$ cat config.mk
export PLATFORM = sky130hd
export DESIGN_NAME = riscv_mc_ctrl
export DESIGN_NICKNAME = d
export VERILOG_FILES = /design/src/rtl/riscv_pkg.sv /design/src/rtl/riscv_alu_decoder.sv /design/src/rtl/riscv_mc_ctrl.sv
export SDC_FILE = /design/constraint.sdc
export NUM_CORES = 1
export LEC_CHECK = 0
export ABC_AREA = 1
export CAP_MARGIN = 20
export CORE_ASPECT_RATIO = 1.1
export CORE_MARGIN = 2
export CORE_UTILIZATION = 37
export CTS_CLUSTER_SIZE = 20
export DETAILED_ROUTE_END_ITERATION = 8
export PLACE_DENSITY_LB_ADDON = 0.12
export SYNTH_ARGS = -nofsm -noshare
export SYNTH_HDL_FRONTEND = slang
export SYNTH_HIERARCHICAL = 1
export SYNTH_SLANG_ARGS = --single-unit
$ cat constraint.sdc
create_clock -name clk -period 1.7 [get_ports clk]
set_input_delay 0.34 -clock clk [delete_from_list [all_inputs] [get_ports clk]]
set_output_delay 0.34 -clock clk [all_outputs]
set_load 0.03 [all_outputs]
$ cat src/rtl/riscv_pkg.sv
// +--------------------------------------------------------------------+
// | riscv_pkg: shared encodings for the multi-cycle RV32I control path  |
// | Revision: 1.0                                                      |
// +--------------------------------------------------------------------+
`default_nettype none

package riscv_pkg;

  localparam logic [6:0] OPC_OP     = 7'b0110011;
  localparam logic [6:0] OPC_OP_IMM = 7'b0010011;
  localparam logic [6:0] OPC_LOAD   = 7'b0000011;
  localparam logic [6:0] OPC_STORE  = 7'b0100011;
  localparam logic [6:0] OPC_BRANCH = 7'b1100011;
  localparam logic [6:0] OPC_JAL    = 7'b1101111;
  localparam logic [6:0] OPC_JALR   = 7'b1100111;
  localparam logic [6:0] OPC_LUI    = 7'b0110111;
  localparam logic [6:0] OPC_AUIPC  = 7'b0010111;

  localparam logic [3:0] ALU_ADD  = 4'b0000;
  localparam logic [3:0] ALU_SUB  = 4'b1000;
  localparam logic [3:0] ALU_SLL  = 4'b0001;
  localparam logic [3:0] ALU_SLT  = 4'b0010;
  localparam logic [3:0] ALU_SLTU = 4'b0011;
  localparam logic [3:0] ALU_XOR  = 4'b0100;
  localparam logic [3:0] ALU_SRL  = 4'b0101;
  localparam logic [3:0] ALU_SRA  = 4'b1101;
  localparam logic [3:0] ALU_OR   = 4'b0110;
  localparam logic [3:0] ALU_AND  = 4'b0111;

  localparam logic [1:0] SRC_A_RS1   = 2'd0;
  localparam logic [1:0] SRC_A_PC    = 2'd1;
  localparam logic [1:0] SRC_A_OLDPC = 2'd2;
  localparam logic [1:0] SRC_A_ZERO  = 2'd3;

  localparam logic [1:0] SRC_B_RS2  = 2'd0;
  localparam logic [1:0] SRC_B_IMM  = 2'd1;
  localparam logic [1:0] SRC_B_FOUR = 2'd2;

  localparam logic [1:0] RES_ALUOUT = 2'd0;
  localparam logic [1:0] RES_MDR    = 2'd1;
  localparam logic [1:0] RES_PC     = 2'd2;

  typedef enum logic [3:0] {
    S_FETCH    = 4'd0,
    S_DECODE   = 4'd1,
    S_EXEC_R   = 4'd2,
    S_EXEC_I   = 4'd3,
    S_LUI      = 4'd4,
    S_AUIPC    = 4'd5,
    S_ALU_WB   = 4'd6,
    S_MEM_ADDR = 4'd7,
    S_MEM_RD   = 4'd8,
    S_MEM_WB   = 4'd9,
    S_MEM_WR   = 4'd10,
    S_BRANCH   = 4'd11,
    S_JAL      = 4'd12,
    S_JALR     = 4'd13,
    S_TRAP     = 4'd14
  } state_e;

  function automatic logic branch_taken(input logic [2:0] f3, input logic z,
                                        input logic l, input logic lu);
    case (f3)
      3'b000:  return z;
      3'b001:  return !z;
      3'b100:  return l;
      3'b101:  return !l;
      3'b110:  return lu;
      3'b111:  return !lu;
      default: return 1'b0;
    endcase
  endfunction

endpackage

`default_nettype wire

$ cat src/rtl/riscv_alu_decoder.sv
// +--------------------------------------------------------------------+
// | riscv_alu_decoder: selects the ALU operation for the current state  |
// | Revision: 1.0                                                      |
// +--------------------------------------------------------------------+
`default_nettype none

module riscv_alu_decoder
  import riscv_pkg::*;
(
  input  state_e     state_i,
  input  logic [2:0] funct3_i,
  input  logic       funct7_5_i,
  output logic [3:0] alu_op_o
);

  always_comb begin
    alu_op_o = ALU_ADD;
    case (state_i)
      S_EXEC_R: alu_op_o = {funct7_5_i, funct3_i};
      // IR[30] is an immediate bit for OP-IMM except on the shift-right pair
      S_EXEC_I: alu_op_o = (funct3_i == 3'b101) ? {funct7_5_i, funct3_i}
                                                 : {1'b0, funct3_i};
      S_BRANCH: alu_op_o = ALU_SUB;
      default:  alu_op_o = ALU_ADD;
    endcase
  end

endmodule

`default_nettype wire

$ cat src/rtl/riscv_mc_ctrl.sv
// +--------------------------------------------------------------------+
// | riscv_mc_ctrl: multi-cycle RV32I sequencer over one shared memory   |
// | Revision: 1.0                                                      |
// +--------------------------------------------------------------------+
`default_nettype none

module riscv_mc_ctrl
  import riscv_pkg::*;
#(
  parameter state_e RESET_STATE = S_FETCH
) (
  input  logic       clk,
  input  logic       rst,
  input  logic [6:0] opcode,
  input  logic [2:0] funct3,
  input  logic       funct7_5,
  input  logic       zero,
  input  logic       lt,
  input  logic       ltu,
  input  logic       mem_ready,
  output logic       mem_req,
  output logic       mem_we,
  output logic       addr_sel,
  output logic       ir_write,
  output logic       pc_write,
  output logic       pc_src,
  output logic       reg_write,
  output logic [1:0] alu_src_a,
  output logic [1:0] alu_src_b,
  output logic [3:0] alu_op,
  output logic [1:0] result_sel,
  output logic       illegal,
  output logic [3:0] state_dbg
);

  state_e     state_q, state_d;
  logic       illegal_q;
  logic [3:0] alu_op_w;

  riscv_alu_decoder u_alu_dec (
    .state_i    (state_q),
    .funct3_i   (funct3),
    .funct7_5_i (funct7_5),
    .alu_op_o   (alu_op_w)
  );

  always_comb begin
    state_d = state_q;
    case (state_q)
      S_FETCH:  if (mem_ready) state_d = S_DECODE;
      S_DECODE: begin
        case (opcode)
          OPC_OP:               state_d = S_EXEC_R;
          OPC_OP_IMM:           state_d = S_EXEC_I;
          OPC_LOAD, OPC_STORE:  state_d = S_MEM_ADDR;
          OPC_BRANCH:           state_d = (funct3[2:1] == 2'b01) ? S_TRAP : S_BRANCH;
          OPC_JAL:              state_d = S_JAL;
          OPC_JALR:             state_d = S_JALR;
          OPC_LUI:              state_d = S_LUI;
          OPC_AUIPC:            state_d = S_AUIPC;
          default:              state_d = S_TRAP;
        endcase
      end
      S_EXEC_R, S_EXEC_I, S_LUI, S_AUIPC: state_d = S_ALU_WB;
      S_MEM_ADDR: state_d = opcode[5] ? S_MEM_WR : S_MEM_RD;
      S_MEM_RD:   if (mem_ready) state_d = S_MEM_WB;
      S_MEM_WR:   if (mem_ready) state_d = S_FETCH;
      S_ALU_WB, S_MEM_WB, S_BRANCH, S_JAL, S_JALR: state_d = S_FETCH;
      S_TRAP:     state_d = S_TRAP;
      default:    state_d = S_TRAP;
    endcase
  end

  always_ff @(posedge clk) begin
    if (rst) begin
      state_q   <= RESET_STATE;
      illegal_q <= 1'b0;
    end else begin
      state_q   <= state_d;
      illegal_q <= illegal_q | (state_d == S_TRAP);
    end
  end

  // Reset overrides everything so an in-flight memory request is dropped at once
  always_comb begin
    mem_req    = 1'b0;
    mem_we     = 1'b0;
    addr_sel   = 1'b0;
    ir_write   = 1'b0;
    pc_write   = 1'b0;
    pc_src     = 1'b0;
    reg_write  = 1'b0;
    alu_src_a  = SRC_A_RS1;
    alu_src_b  = SRC_B_RS2;
    result_sel = RES_ALUOUT;
    case (state_q)
      S_FETCH: begin
        mem_req   = 1'b1;
        alu_src_a = SRC_A_PC;
        alu_src_b = SRC_B_FOUR;
        ir_write  = mem_ready;
        pc_write  = mem_ready;
      end
      S_DECODE: begin
        alu_src_a = SRC_A_OLDPC;
        alu_src_b = SRC_B_IMM;
      end
      S_EXEC_I, S_MEM_ADDR: alu_src_b = SRC_B_IMM;
      S_LUI: begin
        alu_src_a = SRC_A_ZERO;
        alu_src_b = SRC_B_IMM;
      end
      S_AUIPC: begin
        alu_src_a = SRC_A_OLDPC;
        alu_src_b = SRC_B_IMM;
      end
      S_ALU_WB: reg_write = 1'b1;
      S_MEM_RD: begin
        mem_req  = 1'b1;
        addr_sel = 1'b1;
      end
      S_MEM_WB: begin
        reg_write  = 1'b1;
        result_sel = RES_MDR;
      end
      S_MEM_WR: begin
        mem_req  = 1'b1;
        mem_we   = 1'b1;
        addr_sel = 1'b1;
      end
      S_BRANCH: begin
        pc_write = branch_taken(funct3, zero, lt, ltu);
        pc_src   = pc_write;
      end
      S_JAL: begin
        pc_write   = 1'b1;
        pc_src     = 1'b1;
        reg_write  = 1'b1;
        result_sel = RES_PC;
      end
      S_JALR: begin
        alu_src_b  = SRC_B_IMM;
        pc_write   = 1'b1;
        reg_write  = 1'b1;
        result_sel = RES_PC;
      end
      default: ;
    endcase
    alu_op    = alu_op_w;
    illegal   = illegal_q;
    state_dbg = state_q;
    if (rst) begin
      mem_req    = 1'b0;
      mem_we     = 1'b0;
      addr_sel   = 1'b0;
      ir_write   = 1'b0;
      pc_write   = 1'b0;
      pc_src     = 1'b0;
      reg_write  = 1'b0;
      alu_src_a  = 2'd0;
      alu_src_b  = 2'd0;
      result_sel = 2'd0;
      alu_op     = 4'd0;
      illegal    = 1'b0;
      state_dbg  = 4'd0;
    end
  end

endmodule

`default_nettype wire
# == Yosys cells after proc, flatten, opt, wreduce, memory -nomap -nowiden ==
# Index checks and enable logic that the tools add are counted.
# word_totals
mem_bits_ro,0
input_bits,17
regBits,5
latch_bits,0
mem_bits_rw,0
memories,0
# op_classes
n_eq_ne,29
n_shift,0
mux,33
n_div,0
n_reduce_logical,14
multipliers,0
add_sub_neg,0
order_cmp,0
bitwise_logic,1
# op_table
op,count
4-bit case mux with 8 select lines,1
4-bit equality test (second input constant),7
4-bit case mux with 7 select lines,1
4-bit two-way mux,6
7-bit by 6-bit equality test with 1-bit output (second input constant),3
7-bit equality test (second input constant),3
4-bit by 3-bit equality test with 1-bit output (second input constant),4
7-bit by 5-bit equality test with 1-bit output (second input constant),2
1-bit two-way mux,13
3-bit equality test (second input constant),4
4-bit case mux with 3 select lines,1
4-bit by 2-bit equality test with 1-bit output (second input constant),2
2-bit two-way mux,4
2-bit case mux with 2 select lines,2
2-bit OR reduction,4
4-bit OR reduction,2
7-bit by 2-bit equality test with 1-bit output (second input constant),1
1-bit case mux with 6 select lines,1
2-bit case mux with 3 select lines,1
6-bit OR reduction,1
5-bit OR reduction,1
4-bit by 1-bit equality test with 1-bit output (second input constant),1
4-bit zero test,1
3-bit by 1-bit equality test with 1-bit output (second input constant),1
other kinds (8),10

# == Depth between registers and ports, before layout ==
# Gate-level depths: netlist (run 1).
# depth
depth_word,6
ltp_mapped,12
ltp_nobuf,12

# == Modules after synthesis ==
# The synthesis (run 1) kept the hierarchy.
# modules_own_cells
module,area_per_inst_um2,cells_per_inst,instances,seq_area_each_um2
riscv_mc_ctrl,716.9,141,1,100.1
riscv_alu_decoder,92.6,22,1,0.0

# == Worst setup path before layout (run 1) ==
# No wires, ideal clock.
# synth_timing
path_kind,register to output
startpoint,register state_q[0]
endpoint,output port alu_src_a[1]
arrival_ps,2139
setup_slack_ps,-779
required_ps,1360
path_stages_with_launch,4
cell_sequence,dfxtp_1 > buf_4 > inv_1 > a2111oi_0
# synth_via
elab_chain_cells,4
# synth_lines
item,line,rtl
"start, declared",riscv_mc_ctrl.sv:36,"state_e state_q, state_d;"
"start signal, assigned",riscv_mc_ctrl.sv:79,state_q <= state_d;
4-bit by 3-bit equality test with 1-bit output / 4-bit by 1-bit equality test with 1-bit output (equally long branches),riscv_mc_ctrl.sv:96,case (state_q)
2-bit OR reduction (no line),-,
2-bit case mux with 3 select lines *,riscv_mc_ctrl.sv:96,
2-bit two-way mux *,riscv_mc_ctrl.sv:152,if (rst) begin
"end, declared",riscv_mc_ctrl.sv:28,"output logic [1:0] alu_src_a,"
# Mark *: on every way between the ends. The rest lies on a longest branch, timed or not.

# == Worst setup path after layout (run 1) ==
# layout_timing
startpoint,register state_q[1]
endpoint,output port reg_write
# layout_via
elab_chain_cells,4
# layout_lines
item,line,rtl
4-bit equality test / 4-bit by 3-bit equality test with 1-bit output (equally long branches),riscv_mc_ctrl.sv:96,
4-bit OR reduction (no line) *,-,
1-bit two-way mux *,riscv_mc_ctrl.sv:96,
1-bit two-way mux *,riscv_mc_ctrl.sv:152,
"end, declared",riscv_mc_ctrl.sv:27,"output logic reg_write,"
# Marked as above.

==> results of run 1 <==
==> kinds of logic (layout without fill, tap and decap cells) <==
group / count (synthesis) / count (layout)
compound gates: 13 / 13
flops: 5 / 5
buf+inv: 36 / 102
simple gates: 109 / 109
==> what timing repair did <==
action                                  CTS  global route
endpoints found under the setup margin   16            10
resized for setup                        42            13
setup buffers                             5             3
pin swaps                                10            10
==> worst max path at each step <==
stage | startpoint | to | slack [ns] | depth (start not counted)
5_1_grt | state_q[1] | reg_write | -0.14 | 7
4_1_cts | state_q[3] | pc_src | -0.04 | 8
6_report | state_q[1] | reg_write | -0.07 | 7
3_3_place_gp | rst | mem_req | -0.54 | 6
2_1_floorplan | state_q[0] | pc_write | -0.18 | 6
3_5_place_dp | rst | mem_req | -0.55 | 6
==> sequential cells by signal, indices dropped and copies added (netlist names) <==
signal,cells
illegal_q,1
state_q,4
==> synth_stat cells (all sizes together) <==
cell and number:
a21oi 3, a2111oi 1, o21a 1, buf 2, nand3b 2, o22ai 2, nand3 13, nand4 1
nor2 38, nand2 47, dfxtp 5, nor3 5, o211ai 1, inv 33, clkbuf 1, o21ai 5
or2 2, and2 1
==> worst register-to-register path: stages (launching register included) <==
cell                       delay, ns
sky130_fd_sc_hd__dfxtp_4        0.35
sky130_fd_sc_hd__buf_8          0.14
sky130_fd_sc_hd__buf_4          0.13
sky130_fd_sc_hd__buf_4          0.13
sky130_fd_sc_hd__nand2_1        0.06
sky130_fd_sc_hd__nand3_1        0.11
sky130_fd_sc_hd__nand2_1        0.09
sky130_fd_sc_hd__inv_1          0.04
sky130_fd_sc_hd__nand3b_1       0.10
sky130_fd_sc_hd__nand2_1        0.06
sky130_fd_sc_hd__nor2_1         0.09
sky130_fd_sc_hd__nand2_1        0.07
sky130_fd_sc_hd__nand2_1        0.06
==> cell type report <==
class / count / area share
multi-input cells: 122 / 0.4341
well taps: 28 / 0.02293
clock buffers: 4 / 0.01720
inverters: 33 / 0.08599
flip-flops and latches: 5 / 0.07371
repair buffers: 65 / 0.3661
==> per-layer routing <==
| metal | GRT usage | routed length [um] | part of all wire |
|---|---|---|---|
| met2 | 0.4247 | 1562 | 0.54 |
| met4 | 0.05238 | 18 | 0.0062 |
| met3 | 0.01977 | 115 | 0.040 |
| met5 | 0 | 0 | 0 |
| met1 | 0.2136 | 1187 | 0.41 |
==> power groups by stage <==
stage / Combinational (mW) / Sequential (mW) / Clock [mW]
finish: 1.54 / 0.221 / 0.132
CTS: 1.40 / 0.215 / 0.136
global route: 1.65 / 0.224 / 0.145
floorplan: 0.819 / 0.214 / 0
detailed placement: 1.29 / 0.203 / 0
global placement: 1.27 / 0.202 / 0
==> through the flow <==
| stage | total power [mW] | hold slack [ns] | TNS [ns] | area [sq um] |
|---|---|---|---|---|
| 2_1_floorplan | 1.033 | 0.4135 | -0.1812 | 850.8 |
| 3_3_place_gp | 1.468 | 0.4375 | -2.208 | 1338 |
| 3_5_place_dp | 1.489 | 0.4557 | -2.461 | 1338 |
| 4_1_cts | 1.752 | 0.4669 | -0.08815 | 1469 |
| 5_1_grt | 2.018 | 0.5106 | -0.5287 | 1528 |
| 6_report | 1.897 | 0.4581 | -0.1573 | 1528 |
==> results.md, run 1 <==
| Stage | Parameter | Value |
| --- | --- | --- |
| pwr | Peak supply drop | 0.9426 mV |
| global routing | Maximum number of pins on one net before global-route repair | 15 |
| pwr | Switching part of the total power | 0.5188 |
| pwr | Fraction of power consumed by the clock network | 0.069 |
| critical path | Critical Path Max Stage Delay | 0.36 ns |
| timing | Final Max Tran Viols | 0 |
| layout | Fill cells | 158 |
| hold path | Min-Delay Startpoint | illegal_q |
| timing | Final worst-path setup slack | -0.06882 ns |
| critical path | Worst endpoint data arrival time | 1.43 ns |
| drt | Number of DRC markers after the initial detailed-route iteration | 14 |
| logic synthesis | Avg Synthesized Cell Area | 4.966 sq um |
| logic synthesis | Yosys top cell area share | 0.1994 |
| logic synthesis | Post-synthesis share of cell area spent on full adders, half adders and majority gates | 0 |
| clock tree | TritonCTS clock tree | done |
| layout | Final standard cell count with taps included and fillers excluded | 257 |
| floorplan | Starting density of the core | 0.3964 |
| drt | Number of vias in the routed layout | 1,228 |
| critical path | Crit Path Category | flop to output pin |
| critical path | Required time reported for the critical path endpoint | 1.36 ns |
| placement | DP Worst Slack | -0.5495 ns |
| layout | Total Nets Final | 247 |
| layout | Most frequent standard cell in the layout excluding fill and tap cells | sky130_fd_sc_hd__nand2_1 |
| logic synthesis | Main combinational cell family by area after synthesis | simple AND/OR/NAND/NOR gates |
| pwr | Reported leakage power | 0.8249 nW |
| logic synthesis | Flops & latches, synth | 5 |
| floorplan | Die outline area | 0.002579 sq mm |
| floorplan | Area of the core region | 0.002042 sq mm |
| clock tree | Total number of H-tree levels | 1 |
| pwr | Switching component of the power | 0.9842 mW |
| timing | Slew at the pin closest to its max-slew limit | 0.2604 ns |
| pwr | Logic gate share of total power | 0.814 |
| placement | Cells after DPL | 246 |
| timing | Peak Freq | 565.3 MHz |
| clock tree | Clock insertion delay at the later pin of the skew report | 0.24 ns |
| timing | Worst relative slew slack | 0.8264 |
| clock tree | Maximum clock insertion buffer count | 2 |
| critical path | Worst Setup End Kind | output pin |
| logic synthesis | Synthesized-area fraction occupied by ao, oa, aoi and oai cells | 0.09428 |
| critical path | Number of buffers and inverters on the critical path | 4 |
| clock tree | Sink Count | 5 |
| hold path | Min-Delay Endpoint | illegal_q |
| critical path | Cell mode on critical path | sky130_fd_sc_hd__inv_2 |
| logic synthesis | Total nets after synthesis | 180 |
| pwr | Sequential power share | 0.116 |
| timing | Final critical-path required period | 1.769 ns |
| logic synthesis | Post-synthesis cell type with the largest combined area | sky130_fd_sc_hd__nand2_1 |
| layout | Layout cells sized above 1 | 0.3974 |
| critical path | Cell type of the slowest stage on the worst timing path | sky130_fd_sc_hd__dfxtp_4 |
| critical path | Startpoint types | flop |
| hold path | Worst Hold Depth | 2 |
| drt | First drt pass iteration count | 4 |
| layout | Antenna fix cells | 0 |
| logic synthesis | Netlist area before placement | 809.5 sq um |
| placement | Last weighted congestion value of the routability-driven placer | 0.8380 |
| logic synthesis | Yosys warning total | 6 |
| floorplan | Total number of placement rows | 17 |
| pwr | Power per cell area | 1242 mW/mm^2 |
| drt | Detailed Route WL | 2884 um |
| floorplan | Die Wd | 48.60 um |
| floorplan | I/O pin total | 39 |
| floorplan | Die Ht | 53.06 um |
| outcome | Failing checks | setup timing |
| global routing | Gr ovfl total | 0 |
| critical path | Cell family with most CP delay | buffers and inverters |
| logic synthesis | Number of instances in the synthesized netlist | 163 |
| run | Max-cap violations | 0 |
| logic synthesis | Post-Synth XOR/XNOR Area | 0 |
| critical path | Reg2Reg Setup Slack | 0.23 ns |
| critical path | Crit-path cells | buf_8 -> inv_2 -> nor2_4 -> inv_2 -> o22ai_1 -> o21a_1 -> buf_6 |
| clock tree | Total clock buffers created by CTS | 3 |
| layout | Most frequent cells in the layout | 42 x sky130_fd_sc_hd__nand2_1, 40 x sky130_fd_sc_hd__buf_4, 29 x sky130_fd_sc_hd__nor2_1, 25 x sky130_fd_sc_hd__inv_1, 10 x sky130_fd_sc_hd__nand3_1 |
| placement | Placed wire-length estimate after detailed placement | 1991 um |
| outcome | Status | finished with violations |
| drt | Residual antenna-violating net count after detailed routing | 0 |
| logic synthesis | Unique masters post-synth | 26 |
| layout | Synthesis-to-finish area growth | 88.72% |
| layout | Multi-input logic area | 663.1 sq um |
| critical path | Number of cells on the worst reg-to-reg path | 12 |
| global routing | Wire length of the first global-routing pass | 4202 um |
| drt | Number of remaining DRC errors | 0 |
| hold path | Min-Delay Path Class | flop to flop |
| clock tree | Cell at the root of the clock tree | sky130_fd_sc_hd__clkbuf_4 |
| global routing | Total Routing Usage GR | 0.2020 |
| logic synthesis | Simple-gate portion of the synthesized area | 0.6012 |
| timing | Final hold violation count | 0 |
| timing | Setup repair after global routing missed its margin | yes |
| placement | Buffers on Ports | 38 |
| global routing | Initial antenna violation count | 0 |
| critical path | Top fanout value on the critical path | 7 |
| drt | Via density | 4.778 |
| timing | Setup violators final | 4 |
| clock tree | Total of hold buffers inserted after clock tree synthesis | 0 |
| pwr | Pint | 0.9130 mW |
| logic synthesis | Multiplexer share of the synthesized area | 0 |
| timing | Max Clock Skew | 0.002367 ns |
| critical path | Worst reg2reg path endpoint | illegal_q |
| clock tree | Post-CTS clock slew at the launch and capture registers of the worst setup and hold paths | 0.04 ns |
| layout | Core Util, Final | 0.7482 |
| logic synthesis | Synth top area cells | sky130_fd_sc_hd__nand2_1 20%, sky130_fd_sc_hd__nor2_1 16%, sky130_fd_sc_hd__inv_1 14% |
| timing | Fin crit share | 1.040 |
| layout | Register cell area after layout | 112.6 sq um |
| global routing | Number of global-route vias before repair | 1,090 |
| drt | Detail-routed net length per standard cell | 11.22 um |
| critical path | Reg-to-reg startpoint | state_q[1] |
| logic synthesis | Part of the Yosys area used for sequential elements | 0.1236 |
Power figures use the tool's default switching activity.
==> inputs of run 2 (changes only) <==
GPL_ROUTABILITY_DRIVEN = 0   (was default)
SKIP_LAST_GASP = 1   (was default)
==> results.md, run 2 (synthesis gave the netlist of run 1 again) <==
| Stage | Parameter | Value |
| --- | --- | --- |
| timing | Slew at the pin closest to its max-slew limit | 0.2464 ns |
| run | Max-cap violations | 0 |
| global routing | Wire length of the first global-routing pass | 4202 um |
| timing | Total negative slack | -0.1572 ns |
| global routing | Maximum number of pins on one net before global-route repair | 15 |
| critical path | Required time reported for the critical path endpoint | 1.36 ns |
| floorplan | Die Ht | 53.06 um |
| layout | Total non-filler cell area in the finished layout | 0.001515 sq mm |
| layout | Layout cells sized above 1 | 0.3947 |
| global routing | Total Routing Usage GR | 0.2020 |
| drt | Number of DRC markers after the initial detailed-route iteration | 18 |
| drt | First drt pass iteration count | 4 |
| placement | Cells after DPL | 246 |
| global routing | Gr ovfl total | 0 |
| timing | Final critical-path required period | 1.754 ns |
| drt | Detailed Route WL | 2760 um |
| floorplan | Starting density of the core | 0.3964 |
| global routing | Routing usage on met3 | 0.01977 |
| layout | Antenna fix cells | 0 |
| outcome | Failing checks | setup timing |
| clock tree | TritonCTS clock tree | done |
| floorplan | Die Wd | 48.60 um |
| clock tree | Maximum clock insertion buffer count | 2 |
| critical path | Worst Setup End Kind | output pin |
| global routing | Initial antenna violation count | 0 |
| layout | Total Nets Final | 246 |
| layout | Number of flip-flops under the largest register name | 4 |
| clock tree | Total number of H-tree levels | 1 |
| placement | Area post-placement | 0.001338 sq mm |
| layout | Most frequent standard cell in the layout excluding fill and tap cells | sky130_fd_sc_hd__nand2_1 |
| clock tree | Post-CTS clock slew at the launch and capture registers of the worst setup and hold paths | 0.04 ns |
| timing | Setup repair after global routing missed its margin | yes |
| timing | Final worst-path setup slack | -0.05450 ns |
| global routing | Global route hottest layer | met2 |
| critical path | Cell type of the slowest stage on the worst timing path | sky130_fd_sc_hd__dfxtp_4 |
| critical path | Reg2Reg Setup Slack | 0.24 ns |
| critical path | Startpoint types | flop |
| critical path | Crit-path cells | buf_8 -> buf_4 -> nand2_2 -> o22ai_1 -> o21a_1 -> buf_6 |
| outcome | Status | finished with violations |
| pwr | Peak supply drop | 0.9579 mV |
| clock tree | Cell at the root of the clock tree | sky130_fd_sc_hd__clkbuf_4 |
| floorplan | Area of the core region | 0.002042 sq mm |
| critical path | Worst endpoint data arrival time | 1.41 ns |
| global routing | Number of global-route vias before repair | 1,088 |
| layout | Multi-input logic area | 658.1 sq um |
| critical path | Critical Path Max Stage Delay | 0.35 ns |
| pwr | Total power | 1.859 mW |
| pwr | Reported leakage power | 0.8176 nW |
| layout | Most frequent cells in the layout | 42 x sky130_fd_sc_hd__nand2_1, 39 x sky130_fd_sc_hd__buf_4, 29 x sky130_fd_sc_hd__nor2_1, 25 x sky130_fd_sc_hd__inv_1, 10 x sky130_fd_sc_hd__nand3_1 |
| critical path | Top fanout value on the critical path | 8 |
| drt | Number of remaining DRC errors | 0 |
| layout | Final standard cell count with taps included and fillers excluded | 256 |
| clock tree | Sink Count | 5 |
| drt | Number of vias in the routed layout | 1,205 |
| timing | Peak Freq | 570.0 MHz |
| global routing | Met1 routing resource usage after global routing | 0.2153 |
| clock tree | Clock insertion delay at the later pin of the skew report | 0.24 ns |
| floorplan | I/O pin total | 39 |
| placement | Buffers on Ports | 38 |
| timing | Setup violators final | 4 |
| floorplan | Die outline area | 0.002579 sq mm |
| clock tree | Total clock buffers created by CTS | 3 |
| timing | Max Clock Skew | 0.002367 ns |
| placement | DP Worst Slack | -0.5495 ns |
| drt | Detail-routed net length per standard cell | 10.78 um |
| layout | Register cell area after layout | 112.6 sq um |
| layout | Top reg by flops | state_q |
| timing | Fin crit share | 1.032 |
| clock tree | Total of hold buffers inserted after clock tree synthesis | 0 |
| timing | Final hold violation count | 0 |
| critical path | Crit Path Category | flop to output pin |
| global routing | Global Route met2 Usage | 0.4224 |
| timing | Final Max Tran Viols | 0 |
| drt | Residual antenna-violating net count after detailed routing | 0 |
| layout | Biggest regs | state_q: 4 flops, illegal_q: 1 flops |
| floorplan | Total number of placement rows | 17 |
| timing | Worst relative slew slack | 0.8358 |
| hold path | Min-Delay Path Class | flop to flop |
| drt | Via density | 4.707 |
| pwr | Power per cell area | 1227 mW/mm^2 |
| layout | Synthesis-to-finish area growth | 87.17% |
| placement | Placed wire-length estimate after detailed placement | 1991 um |
| layout | Fill cells | 161 |
run 2: changes by cell type in the layout (fill, tap and decap cells not counted), sizes merged:
cell / previous run / this run
buf: 49 / 48
run 2: final timing paths:
check	start	end	depth (start not counted)
min reg2reg	illegal_q	illegal_q	2
max	state_q[0]	reg_write	6
max reg2reg	state_q[1]	illegal_q	12
min	illegal_q	illegal_q	2
run 2: repair_timing:
item / 4_1_cts / 5_1_grt
pin swaps: 10 / 9
resized for setup: 41 / 13
endpoints found under the setup margin: 16 / 10
hold endpoints to repair: 0 / 0
buffers inserted: 5 / 2
run 2: report_power, final:
part / leakage (nW) / switching (mW) / internal, mW
Combinational: 0.759 / 0.864 / 0.641
Clock: 0.0150 / 0.0434 / 0.0884
Sequential: 0.0434 / 0.0484 / 0.173
Total: 0.818 / 0.956 / 0.903
run 2: metrics by stage:
stage,hold slack (ns),utilization
after global routing,0.5106,0.7420
final,0.4581,0.7420
after global placement,0.4375,0.6550
after floorplan,0.4135,-
after detailed placement,0.4557,0.6550
after CTS,0.4669,0.7175
run 2: final cells by class:
type | instances | area share
inverter | 33 | 0.08671
clock buffer | 4 | 0.01734
multi-input combinational | 122 | 0.4344
sequential | 5 | 0.07432
timing repair buffer | 64 | 0.3642
tap | 28 | 0.02312
run 2: critical path, delay by kind of cell (launching register included):
family                 cells  cell delay, ns
and+or+nand+nor            1            0.12
buffers and inverters      3            0.41
AOI/OAI and AO/OA          2            0.29
DFF                        1            0.35
run 2: per-layer routing:
layer | part of all wire | wire length (um)
met4 | 0.0029 | 8
met2 | 0.55 | 1515
met5 | 0 | 0
met1 | 0.42 | 1161
met3 | 0.027 | 75
==> inputs of run 3 (changes only) <==
HOLD_SLACK_MARGIN = 0.15   (was default)
==> results of run 3 <==
Same layout as run 2: the final DEF is identical, and so are final timing and power.
